## config.mk

```make
export PLATFORM = sky130hd
export DESIGN_NAME = uart_boot_loader
export DESIGN_NICKNAME = d
export VERILOG_FILES = /design/src/rtl/uart_boot_loader.sv
export SDC_FILE = /design/constraint.sdc
export NUM_CORES = 1
export LEC_CHECK = 0
export CORE_MARGIN = 4
export CORE_UTILIZATION = 45
export CTS_CLUSTER_DIAMETER = 40
export DETAILED_ROUTE_END_ITERATION = 12
export DONT_BUFFER_PORTS = 1
export PLACE_DENSITY_LB_ADDON = 0.15
export SYNTH_ARGS = -nofsm -noshare
export SYNTH_HDL_FRONTEND = slang
export SYNTH_SLANG_ARGS = --single-unit
```

## constraint.sdc

```tcl
create_clock -name clk -period 3.5 [get_ports clk]
set_clock_uncertainty 0.15 [all_clocks]
set_input_delay 0.525 -clock clk [delete_from_list [all_inputs] [get_ports clk]]
set_output_delay 0.525 -clock clk [all_outputs]
set_load 0.01 [all_outputs]
```

## src/rtl/uart_boot_loader.sv

```systemverilog
// rtl/uart_boot_loader.sv - UART image boot loader writing words to memory (optional macro BOOT_CHECKSUM_EN)
module uart_boot_loader #(
   parameter int MEMORY_SIZE = 2048,
   parameter int MAX_WORDS   = MEMORY_SIZE / 4
) (
   input  logic        clk,
   input  logic        reset,
   input  logic [7:0]  rx_data,
   input  logic        rx_valid,
   output logic        mem_we,
   output logic [31:0] mem_addr,
   output logic [31:0] mem_wdata,
   output logic        core_reset,
   output logic        boot_done,
   output logic        boot_error
);

   localparam logic [7:0] MAGIC = 8'hA5;

`ifdef BOOT_CHECKSUM_EN
   typedef enum logic [2:0] {IDLE, LEN_LO, LEN_HI, DATA, CSUM, DONE, ERROR} state_t;
   // Once the payload is complete the trailing checksum byte must be checked.
   localparam state_t POST_DATA = CSUM;
`else
   typedef enum logic [2:0] {IDLE, LEN_LO, LEN_HI, DATA, DONE, ERROR} state_t;
   localparam state_t POST_DATA = DONE;
`endif

   state_t      state;
   state_t      next_state;
   logic [15:0] len;
   logic [15:0] word_index;
   logic [1:0]  byte_count;
   logic [23:0] word_buf;
   logic [15:0] n_full;
   logic        word_done;
   logic        last_word;
`ifdef BOOT_CHECKSUM_EN
   logic [7:0]  csum;
`endif

   assign n_full     = {rx_data, len[7:0]};
   assign word_done  = (state == DATA) && rx_valid && (byte_count == 2'd3);
   assign last_word  = (word_index == len - 16'd1);
   assign core_reset = (state != DONE);
   assign boot_done  = (state == DONE);

   // State register.
   always_ff @(posedge clk or negedge reset) begin
      if (!reset) state <= IDLE;
      else        state <= next_state;
   end

   // Next-state decode from the current byte and the length bounds.
   always_comb begin
      next_state = state;
      case (state)
         IDLE:   if (rx_valid && rx_data == MAGIC) next_state = LEN_LO;
         LEN_LO: if (rx_valid) next_state = LEN_HI;
         LEN_HI: if (rx_valid) begin
            if (32'(n_full) > MAX_WORDS) next_state = ERROR;
            else if (n_full == 16'd0)    next_state = POST_DATA;
            else                         next_state = DATA;
         end
         DATA:   if (word_done && last_word) next_state = POST_DATA;
`ifdef BOOT_CHECKSUM_EN
         CSUM:   if (rx_valid) next_state = (rx_data == csum) ? DONE : ERROR;
`endif
         DONE:   next_state = DONE;
         ERROR:  next_state = IDLE;
         default: next_state = IDLE;
      endcase
   end

   // Length capture, word assembly, memory write strobe and sticky error flag.
   always_ff @(posedge clk or negedge reset) begin
      if (!reset) begin
         mem_we     <= 1'b0;
         mem_addr   <= 32'd0;
         mem_wdata  <= 32'd0;
         boot_error <= 1'b0;
         len        <= 16'd0;
         word_index <= 16'd0;
         byte_count <= 2'd0;
         word_buf   <= 24'd0;
`ifdef BOOT_CHECKSUM_EN
         csum       <= 8'd0;
`endif
      end else begin
         mem_we <= 1'b0;
         case (state)
            IDLE: if (rx_valid && rx_data == MAGIC) begin
               boot_error <= 1'b0;
               byte_count <= 2'd0;
               word_index <= 16'd0;
`ifdef BOOT_CHECKSUM_EN
               csum       <= 8'd0;
`endif
            end
            LEN_LO: if (rx_valid) begin
               len[7:0] <= rx_data;
`ifdef BOOT_CHECKSUM_EN
               csum     <= csum ^ rx_data;
`endif
            end
            LEN_HI: if (rx_valid) begin
               len[15:8] <= rx_data;
`ifdef BOOT_CHECKSUM_EN
               csum      <= csum ^ rx_data;
`endif
            end
            DATA: if (rx_valid) begin
               byte_count <= byte_count + 2'd1;
`ifdef BOOT_CHECKSUM_EN
               csum       <= csum ^ rx_data;
`endif
               case (byte_count)
                  2'd0: word_buf[7:0]   <= rx_data;
                  2'd1: word_buf[15:8]  <= rx_data;
                  2'd2: word_buf[23:16] <= rx_data;
                  default: begin
                     // The 4th byte goes straight to the write bus, no extra buffer cycle.
                     mem_we     <= 1'b1;
                     mem_addr   <= {14'd0, word_index, 2'b00};
                     mem_wdata  <= {rx_data, word_buf};
                     word_index <= word_index + 16'd1;
                  end
               endcase
            end
            default: ;
         endcase
         if (next_state == ERROR) boot_error <= 1'b1;
      end
   end

endmodule

```

==> flow_summary.toml <==
[hold_path]
worstHoldStart = "rx_data[7]"
hold_path.class = "in2reg"
hold_depth = 2
whs_endpoint = "mem_wdata[31]"

[routing]
drc_errors = 0
drtIter0Drc = 262
num_vias = 3648
drtAntennaViolNets = 0
firstDrtPassIters = 5
drt-vias-per-instance = 5.404
drt_wl_total_um = 11660
wl_per_cell_um = 17.28

[worst_setup_path]
r2r-end = "boot_error"
reg2reg_from = "len[2]"
path_cells = "or4_4, nor4_4, nor3b_1, o21ai_0, a2111oi_4, nand3_1, a221oi_2"
critPathSlowestCell = "or4_4"
criticalPathCategory = "reg2reg"
reg2reg_depth = 7
worstPathRequired_ns = 3.60
start_kind = "flip-flop"
endpoint_kind = "flip-flop"
critPathArrivalTime_ns = 3.03
cpPeakStageDelay_ns = 0.60
critPathMaxFanout = 9
r2r_setup_slack_ns = 0.57

[yosys]
synth_top_area_cell = "dfrtp_1"
ys_types = 53
syn_area_um2 = 5298
ys.flop_type = "dfrtp_1"
synthTopCellsByArea = "dfrtp_1, nand2_1, mux2_2"
synthArstFlopShare_pct = 100.0
yosysSeqAreaShare_pct = 52.43
synth_area_per_cell_um2 = 9.939
ys_warn_count = 0
syn_inst = 533
synth_edf_count = 0
yosys_register_bits = 111
netlist.area_leader.share_pct = 52.43

[clocking]
cts_made_buffers = 9
clk_latency_ns = 0.34
htreeDepth = 3
cts_buffer_depth = 2
cts-root-buf = "clkbuf_16"
clock_sink_count = 111
post-cts-setup-buffer-count = 0
clk_pin_slew_ns = 0.07
cts_tree = "done"

[timing]
timing.final.hold_violations = 0
min_period_over_period_pct = 83.62
setup_viol = 0
setup_tns_ns = 0
relSlewSlack_pct = 50.40
max_freq_mhz = 341.7
hold_ws_ns = 0.1287
rsz0062_at_grt = "false"
tightest_slew_ns = 0.7413
slew_viol_final = 0
setup_ws_ns = 0.5731
layout_min_cycle_time_ns = 2.927

[place]
dpl_cell_area_um2 = 5365
io_buffers = 0
place.gp.congestion = 0.8811
post-place-cells = 657
post-place-ws_ns = 0.5913
dpl.hpwl_um = 7816

[power]
p_comb_share_pct = 4.6
pwr-share-clk_pct = 43.8
power.leakage_nw = 2.910
irDropWorstVdd_mv = 0.2799
p_int_mw = 1.973
seq_power_share_pct = 51.6
p_sw_uw = 569.8
switching_share_pct = 22.41
p_per_area_nw_per_um2 = 444.3

[floorplan]
die_x_um = 116.5
coreArea_um2 = 11470
io_pins = 79
die_y_um = 116.5
row_count = 39
die_area_um2 = 13570
initial_utilization_pct = 46.20

[layout]
fin_cells = 675
area_growth_syn_to_layout_pct = 8.030
nets = 545
final_cell_mix = "nand2_1, dfrtp_1, mux2_2"
layout_commonest_cell = "nand2_1"
final_cell_area_um2 = 5723
drive_gt1_share_pct = 13.72
insertedDiodeCount = 0
num-fill-cells = 1063

[grt]
antenna_found_initial = 0
grt_pass1_wl_um = 19060
track_usage_pct = 18.34
grt_pass1_vias = 3539
grt_max_degree = 112
gr-total-overflow = 0

[run]
maxCapViolCount = 0

[outcome]
status = "finished clean"
## final cells by class
class / count / area, µm² / area share [%]
sequential: 111 / 2778 / 48.54
multi-input combinational: 387 / 2330 / 40.71
inverter: 11 / 41.29 / 0.7215
tap: 143 / 178.9 / 3.126
clock inverter: 5 / 87.58 / 1.530
timing repair buffer: 7 / 75.07 / 1.312
clock buffer: 11 / 232.7 / 4.066
## state kept, by name, indices dropped and copies added (netlist names)
name and flops:
mem_wdata 32, mem_we 1, word_index 16, byte_count 2, len 16, mem_addr 16
boot_error 1, state 3, word_buf 24
## critical path, delay by kind of cell (launching register included)
family,cells,cell delay [ns]
AO/OA/AOI/OAI,3,0.87
AND/OR/NAND/NOR,4,1.36
flip-flops,1,0.46
## Yosys cell counts (5+ instances only)
cell type  count
nand2_1      163
dfrtp_1      111
mux2_2        38
nor2_1        23
clkbuf_1      19
xor2_1        18
buf_4         16
o21ai_0       14
nand3_1       13
xnor2_1       12
inv_1         10
nor3_1        10
ha_1           7
a21oi_1        6
and3_1         6
nand4_1        6
a31oi_1        5
nand2b_1       5
## how the worst max path moves through the flow
| stage | from | end | slack (ns) | depth (start not counted) |
|---|---|---|---|---|
| 6_report | len[2] | boot_error | 0.57 | 7 |
| 5_1_grt | len[2] | boot_error | 0.41 | 7 |
| 4_1_cts | len[2] | boot_error | 0.56 | 7 |
| 3_5_place_dp | len[2] | boot_error | 0.59 | 7 |
| 3_3_place_gp | len[2] | boot_error | 0.68 | 7 |
| 2_1_floorplan | len[2] | boot_error | 0.81 | 7 |
## per-stage QoR
stage / total power [mW] / utilization (%)
2_1_floorplan: 1.421 / -
3_3_place_gp: 1.423 / 46.79
3_5_place_dp: 1.426 / 46.79
4_1_cts: 2.577 / 49.91
5_1_grt: 2.653 / 49.91
6_report: 2.543 / 49.91
## power groups by stage
stage / combinational, mW / sequential (mW) / clock (mW)
after global routing: 0.135 / 1.31 / 1.20
after CTS: 0.120 / 1.31 / 1.15
after floorplan: 0.0877 / 1.33 / 0
after global placement: 0.0859 / 1.34 / 0
after detailed placement: 0.0879 / 1.34 / 0
final: 0.118 / 1.31 / 1.11
## kinds of logic (layout without fill, tap and decap cells)
group           count (synthesis)  count (layout)  synth area share [%]
compound gates                 42              42                 6.094
xor+xnor                       30              30                 4.960
fa+ha+maj                       7               7                 1.653
buf+inv                        50              34                 4.700
flops                         111             111                 52.43
mux                            39              39                 8.503
other cells                     1              16               0.07079
simple gates                  253             253                 21.59
## routing by layer
| metal | wire (µm) | up-vias | global-route usage (%) |
|---|---|---|---|
| met4 | 220 | 0 | 6.265 |
| li1 | - | 1734 | - |
| met3 | 765 | 16 | 5.181 |
| met5 | 0 | - | 0 |
| met2 | 5377 | 104 | 27.46 |
| met1 | 5297 | 1794 | 25.72 |
## what timing repair did
action,4_1_cts,5_1_grt
hold buffers,2,0
gates resized for setup,0,0
endpoints found under the setup margin,0,0
endpoints found under the hold margin,111,0
(Power assumes the default switching activity.)
